[src/rtl/key_switch_io.sv]
// Memory-mapped KEY/SW input device: synchronise, debounce, latch change events, raise a level interrupt.
// Optional debouncer enabled by defining KEY_SWITCH_DEBOUNCE_EN; otherwise the synchronised value is taken directly.

module key_switch_chan #(
  parameter int unsigned W               = 4,
  parameter logic [15:0] DEBOUNCE_CYCLES = 16'd10000
) (
  input  logic         clk,
  input  logic         reset,
  input  logic [W-1:0] pin,
  input  logic         data_rd,
  input  logic         ctrl_wr,
  input  logic         ovr_wbit,
  input  logic         ie_wbit,
  output logic [W-1:0] deb,
  output logic         rdy,
  output logic         ovr,
  output logic         ie
);
  logic [W-1:0] s1, sync;
  logic         evt;

  always_ff @(posedge clk) begin
    if (reset) begin
      s1   <= '0;
      sync <= '0;
    end else begin
      s1   <= pin;
      sync <= s1;
    end
  end

`ifdef KEY_SWITCH_DEBOUNCE_EN
  logic [W-1:0] prev;
  logic [15:0]  cnt;

  // cnt counts stable cycles after the first one, so the value is accepted on
  // its DEBOUNCE_CYCLES-th consecutive stable cycle.
  assign evt = (sync != deb) && (sync == prev) && (cnt == DEBOUNCE_CYCLES - 16'd2);

  always_ff @(posedge clk) begin
    if (reset) begin
      prev <= '0;
      cnt  <= '0;
      deb  <= '0;
    end else begin
      prev <= sync;
      if (sync == deb || sync != prev || evt) cnt <= '0;
      else                                    cnt <= cnt + 16'd1;
      if (evt) deb <= sync;
    end
  end
`else
  logic [15:0] unused_cycles;
  assign unused_cycles = DEBOUNCE_CYCLES;
  assign evt = (sync != deb);

  always_ff @(posedge clk) begin
    if (reset) deb <= '0;
    else       deb <= sync;
  end
`endif

  // A new event outranks a simultaneous DATA read; OVR set outranks a clear.
  always_ff @(posedge clk) begin
    if (reset) begin
      rdy <= 1'b0;
      ovr <= 1'b0;
      ie  <= 1'b0;
    end else begin
      if (evt)          rdy <= 1'b1;
      else if (data_rd) rdy <= 1'b0;
      if (evt && rdy && !data_rd) ovr <= 1'b1;
      else if (ctrl_wr && !ovr_wbit) ovr <= 1'b0;
      if (ctrl_wr) ie <= ie_wbit;
    end
  end
endmodule

module key_switch_io #(
  parameter int unsigned      DBITS           = 32,
  parameter logic [DBITS-1:0] KEY_BASE        = 32'hF0000010,
  parameter logic [DBITS-1:0] SW_BASE         = 32'hF0000014,
  parameter logic [15:0]      DEBOUNCE_CYCLES = 16'd10000
) (
  input  logic             clk,
  input  logic             reset,
  input  logic [DBITS-1:0] addr,
  input  logic             we,
  input  logic             re,
  input  logic [DBITS-1:0] wdata,
  output logic [DBITS-1:0] rdata,
  output logic             sel,
  input  logic [3:0]       key_raw,
  input  logic [9:0]       sw_raw,
  output logic             intr
);
  localparam logic [DBITS-1:0] KCTRL_ADDR = KEY_BASE + DBITS'(4);
  localparam logic [DBITS-1:0] SCTRL_ADDR = SW_BASE + DBITS'(4);

  logic       m_kd, m_kc, m_sd, m_sc;
  logic [3:0] kdeb;
  logic [9:0] sdeb;
  logic       krdy, kovr, kie, srdy, sovr, sie;
  logic       unused_bits;

  assign m_kd = (addr[DBITS-1:2] == KEY_BASE[DBITS-1:2]);
  assign m_kc = (addr[DBITS-1:2] == KCTRL_ADDR[DBITS-1:2]);
  assign m_sd = (addr[DBITS-1:2] == SW_BASE[DBITS-1:2]);
  assign m_sc = (addr[DBITS-1:2] == SCTRL_ADDR[DBITS-1:2]);
  assign sel  = m_kd | m_kc | m_sd | m_sc;

  assign unused_bits = ^{addr[1:0], wdata[DBITS-1:9], wdata[7:3], wdata[1:0]};

  key_switch_chan #(.W(4), .DEBOUNCE_CYCLES(DEBOUNCE_CYCLES)) u_key (
    .clk(clk), .reset(reset), .pin(~key_raw),
    .data_rd(re && m_kd), .ctrl_wr(we && m_kc), .ovr_wbit(wdata[2]), .ie_wbit(wdata[8]),
    .deb(kdeb), .rdy(krdy), .ovr(kovr), .ie(kie)
  );

  key_switch_chan #(.W(10), .DEBOUNCE_CYCLES(DEBOUNCE_CYCLES)) u_sw (
    .clk(clk), .reset(reset), .pin(sw_raw),
    .data_rd(re && m_sd), .ctrl_wr(we && m_sc), .ovr_wbit(wdata[2]), .ie_wbit(wdata[8]),
    .deb(sdeb), .rdy(srdy), .ovr(sovr), .ie(sie)
  );

  // The default bases put KCTRL and SDATA on the same word: loads return the
  // DATA register, stores reach the CTRL register (DATA stores are ignored anyway).
  always_comb begin
    rdata = '0;
    if (m_kd) begin
      rdata[3:0] = kdeb;
    end else if (m_sd) begin
      rdata[9:0] = sdeb;
    end else if (m_kc) begin
      rdata[0] = krdy;
      rdata[2] = kovr;
      rdata[8] = kie;
    end else if (m_sc) begin
      rdata[0] = srdy;
      rdata[2] = sovr;
      rdata[8] = sie;
    end
  end

  assign intr = (krdy & kie) | (srdy & sie);
endmodule

[config.mk]
export PLATFORM = sky130hd
export DESIGN_NAME = key_switch_io
export DESIGN_NICKNAME = d
export VERILOG_FILES = /design/src/rtl/key_switch_io.sv
export SDC_FILE = /design/constraint.sdc
export NUM_CORES = 1
export LEC_CHECK = 0
export ABC_AREA = 1
export CELL_PAD_IN_SITES_DETAIL_PLACEMENT = 1
export CELL_PAD_IN_SITES_GLOBAL_PLACEMENT = 1
export CORE_ASPECT_RATIO = 1.5
export CORE_MARGIN = 1.5
export CORE_UTILIZATION = 35
export DETAILED_ROUTE_END_ITERATION = 10
export DONT_BUFFER_PORTS = 1
export HOLD_SLACK_MARGIN = 0.12
export MAX_ROUTING_LAYER = met4
export PLACE_DENSITY_LB_ADDON = 0.12
export SLEW_MARGIN = 15
export SYNTH_ARGS = -nofsm -noshare
export SYNTH_HDL_FRONTEND = slang
export SYNTH_HIERARCHICAL = 1
export SYNTH_SLANG_ARGS = --single-unit
[constraint.sdc]
create_clock -name clk -period 2.14 [get_ports clk]
set_input_delay 0.428 -clock clk [delete_from_list [all_inputs] [get_ports clk]]
set_output_delay 0.428 -clock clk [all_outputs]
set_load 0.01 [all_outputs]
==> results of run 1 <==
## worst reg2reg max path, delay by kind of cell, from the launching register on
kind / cells / cell delay, ns
buffers and inverters: 1 / 0.05
AO/OA/AOI/OAI: 1 / 0.11
flip-flops: 1 / 0.33
AND/OR/NAND/NOR: 3 / 0.31
XOR/XNOR: 1 / 0.16
## metrics by stage
step / power [mW] / cell area (µm²)
global placement: 1.06 / 2240
finish: 1.56 / 2330
floorplan: 1.09 / 2310
CTS: 1.60 / 2330
detailed placement: 1.07 / 2240
global route: 1.66 / 2330
## power breakdown
group | total [mW] | leakage [nW] | internal [mW] | switching (mW)
registers | 0.929 | 0.387 | 0.911 | 0.0172
clock network | 0.518 | 0.0412 | 0.229 | 0.290
logic | 0.114 | 0.794 | 0.0423 | 0.0720
## cells in the final DEF, fill, tap and decap left out, drive strengths merged
cell and instances:
buf 3, clkinvlp 1, nand3 10, clkinv 1, and2 1, a21oi 3
a22o 1, dfxtp 47, o21ai 4, conb 22, nor2 81, o21bai 2
clkbuf 6, nor3 1, xnor2 4, inv 91, nand2 59
## sequential cells by signal, summed over array words and instances (netlist names)
register	count
u_sw/ovr	1
u_key/ie	1
u_key/sync	4
u_key/s1	4
u_sw/sync	10
u_key/rdy	1
u_sw/rdy	1
u_sw/deb	10
u_sw/ie	1
u_sw/s1	10
u_key/deb	4
## path summary, 6_finish.rpt
check	start	end	slack, ns
setup / recovery	addr[26]	rdata[1]	0.24
hold / removal	reset	u_sw/ie$_SDFFE_PP0P_	0.19
setup reg to reg	u_sw/deb[4]$_SDFF_PP0_	u_sw/rdy$_SDFFE_PP0P_	1.09
hold reg to reg	u_sw/s1[0]$_SDFF_PP0_	u_sw/sync[0]$_SDFF_PP0_	0.41
## layer usage
layer  up-vias  global-route usage [%]  share of wire [%]
met4         0                    5.08                1.5
li1        889                       -                  -
met5         -                       -                  0
met3         5                    2.79                6.0
met2        60                    22.9                 53
met1       746                    11.9                 40
## cell type report
class	instances	area (µm²)	area share, %
clock buffers	6	72.6	3.12
clock inverters	2	12.5	0.538
inverters	91	342	14.7
multi-input cells	188	843	36.3
flip-flops and latches	47	941	40.5
well taps	74	92.6	3.98
repair buffers	3	22.5	0.968
==> impl_results.html, run 1 <==
<table>
<tr><th>Metric</th><th>Value</th></tr>
<tr><th colspan="2">Timing</th></tr>
<tr><td>Final setup violation count</td><td>0</td></tr>
<tr><td>Hold violation total from the final report</td><td>0</td></tr>
<tr><td>RSZ-0062 raised after global routing</td><td>no</td></tr>
<tr><td>Total count of max-transition violations in the final report</td><td>0</td></tr>
<tr><td>Minimum setup slack in the final design</td><td>0.235 ns</td></tr>
<tr><td>Clock period minus final worst setup slack</td><td>1.90 ns</td></tr>
<tr><td>Final worst clock skew</td><td>0.00387 ns</td></tr>
<tr><td>Fmax achieved</td><td>0.525 GHz</td></tr>
<tr><td>Sum of negative setup slack</td><td>0 ns</td></tr>
<tr><td>Tcrit/Tclk final</td><td>89.0%</td></tr>
<tr><td>Final hold slack</td><td>0.195 ns</td></tr>
<tr><th colspan="2">Detailed routing</th></tr>
<tr><td>Final Routed Wirelength</td><td>3950 µm</td></tr>
<tr><td>Number of vias after detailed routing</td><td>1700</td></tr>
<tr><td>Vias per std cell</td><td>4.14</td></tr>
<tr><td>Detailed router's first-iteration violation count</td><td>27</td></tr>
<tr><td>Router iterations before antenna repair</td><td>4</td></tr>
<tr><td>WL per Instance</td><td>9.61 µm</td></tr>
<tr><td>Residual DRC count</td><td>0</td></tr>
<tr><td>Residual antenna-violating net count after detailed routing</td><td>0</td></tr>
<tr><th colspan="2">Setup path</th></tr>
<tr><td>Crit path depth</td><td>8</td></tr>
<tr><td>Reg2Reg Depth</td><td>6</td></tr>
<tr><td>CP Data Required Time</td><td>1.71 ns</td></tr>
<tr><td>Arrival time at the worst endpoint</td><td>1.48 ns</td></tr>
<tr><td>Number of buffers and inverters on the critical path</td><td>2</td></tr>
<tr><td>CP startpoint kind</td><td>input pin</td></tr>
<tr><td>Slowest cell on the critical path</td><td>sky130_fd_sc_hd__o21ai_0</td></tr>
<tr><td>CP cell instances</td><td>inv_1 &gt; nand2_1 &gt; nor2_1 &gt; nand2_2 &gt; nor2_8 &gt; nand3_4 &gt; o21ai_0 &gt; buf_4</td></tr>
<tr><td>CP Class</td><td>input pin to output pin</td></tr>
<tr><td>CP Max Fanout</td><td>8</td></tr>
<tr><td>Largest stage delay, worst path</td><td>0.26 ns</td></tr>
<tr><td>Kind of capture point of the worst setup path</td><td>output pin</td></tr>
<tr><td>Cell family with the largest share of critical-path delay</td><td>simple AND/OR/NAND/NOR gates</td></tr>
<tr><th colspan="2">Placed design</th></tr>
<tr><td>Place WS</td><td>0.182 ns</td></tr>
<tr><td>Buffers added on ports</td><td>0</td></tr>
<tr><td>Cell Count Post-Placement</td><td>403</td></tr>
<tr><td>Post-detailed-placement half-perimeter wirelength</td><td>3010 µm</td></tr>
<tr><td>RD Place Congestion</td><td>0.753</td></tr>
<tr><th colspan="2">CTS</th></tr>
<tr><td>Clock-pin slew reported for the worst setup and hold paths after clock tree synthesis</td><td>0.08 ns</td></tr>
<tr><td>Number of buffers added by the clock tree synthesis step</td><td>5</td></tr>
<tr><td>Post-CTS Setup Inserts</td><td>0</td></tr>
<tr><td>Hold buffer count at CTS</td><td>0</td></tr>
<tr><td>Number of buffers on the longest clock path</td><td>2</td></tr>
<tr><td>Post-cts resize count</td><td>0</td></tr>
<tr><td>CTS tree</td><td>built</td></tr>
<tr><td>Deepest level of the CTS H-tree</td><td>2</td></tr>
<tr><td># clock sinks</td><td>47</td></tr>
<tr><td>CTS root buf</td><td>sky130_fd_sc_hd__clkbuf_8</td></tr>
<tr><td>Insertion delay to the later sink of the worst-skew pair</td><td>0.29 ns</td></tr>
<tr><th colspan="2">GRT</th></tr>
<tr><td>First-pass GRT wire length</td><td>6220 µm</td></tr>
<tr><td>Via count of the first global-routing pass</td><td>1490</td></tr>
<tr><td>GR Overflow Total</td><td>0</td></tr>
<tr><td>Number of antenna violations at the first check in global routing</td><td>0</td></tr>
<tr><td>Largest net degree at the start of global routing</td><td>48</td></tr>
<tr><td>Total GRT Usage</td><td>12.4%</td></tr>
<tr><th colspan="2">Logic synthesis</th></tr>
<tr><td>Post-synthesis instance area</td><td>0.00224 mm²</td></tr>
<tr><td>Yosys Warn Count</td><td>6</td></tr>
<tr><td>Post-Syn Area per Cell</td><td>6.73 µm²</td></tr>
<tr><td>Cells after synthesis</td><td>332</td></tr>
<tr><th colspan="2">Floorplanning</th></tr>
<tr><td>Die Height</td><td>101 µm</td></tr>
<tr><td>Width of the die</td><td>68.3 µm</td></tr>
<tr><td>Rows</td><td>35</td></tr>
<tr><td>Die outline area</td><td>0.00689 mm²</td></tr>
<tr><td>Initial core utilization</td><td>36.2%</td></tr>
<tr><td>Core ar.</td><td>0.00617 mm²</td></tr>
<tr><td>Top-level port count</td><td>116</td></tr>
<tr><th colspan="2">Layout</th></tr>
<tr><td># nets final</td><td>418</td></tr>
<tr><td>Fraction of layout instances using a drive strength above 1</td><td>8.61%</td></tr>
<tr><td>Ant. Diodes</td><td>0</td></tr>
<tr><td>Area Growth Syn to Fin</td><td>4.03%</td></tr>
<tr><td>Non-Filler Instances</td><td>411</td></tr>
<tr><td>Count of fill cells added during filler insertion</td><td>821</td></tr>
<tr><td>Final cell utilization of the core</td><td>37.7%</td></tr>
<tr><th colspan="2">Job</th></tr>
<tr><td>Maxcap violations</td><td>0</td></tr>
<tr><th colspan="2">Hold path</th></tr>
<tr><td>Number of cells on the worst hold path</td><td>1</td></tr>
<tr><td>Classification of the worst-slack hold path</td><td>input pin to flip-flop</td></tr>
<tr><th colspan="2">Status</th></tr>
<tr><td>Status</td><td>finished, final reports clean</td></tr>
<tr><th colspan="2">Power and ir drop</th></tr>
<tr><td>IR Drop Worst-Case VDD</td><td>0.341 mV</td></tr>
<tr><td>Leakage power summed over all cells</td><td>1.22 nW</td></tr>
<tr><td>Power per standard cell area</td><td>671 mW/mm²</td></tr>
</table>
Note: power is estimated with default switching activity, not from simulation.
==> run 2, diff against run 1 <==
GPL_TIMING_DRIVEN = 1   (was unset)
==> results of run 2 <==
No change in the layout: final DEF, timing and power equal those of run 1.
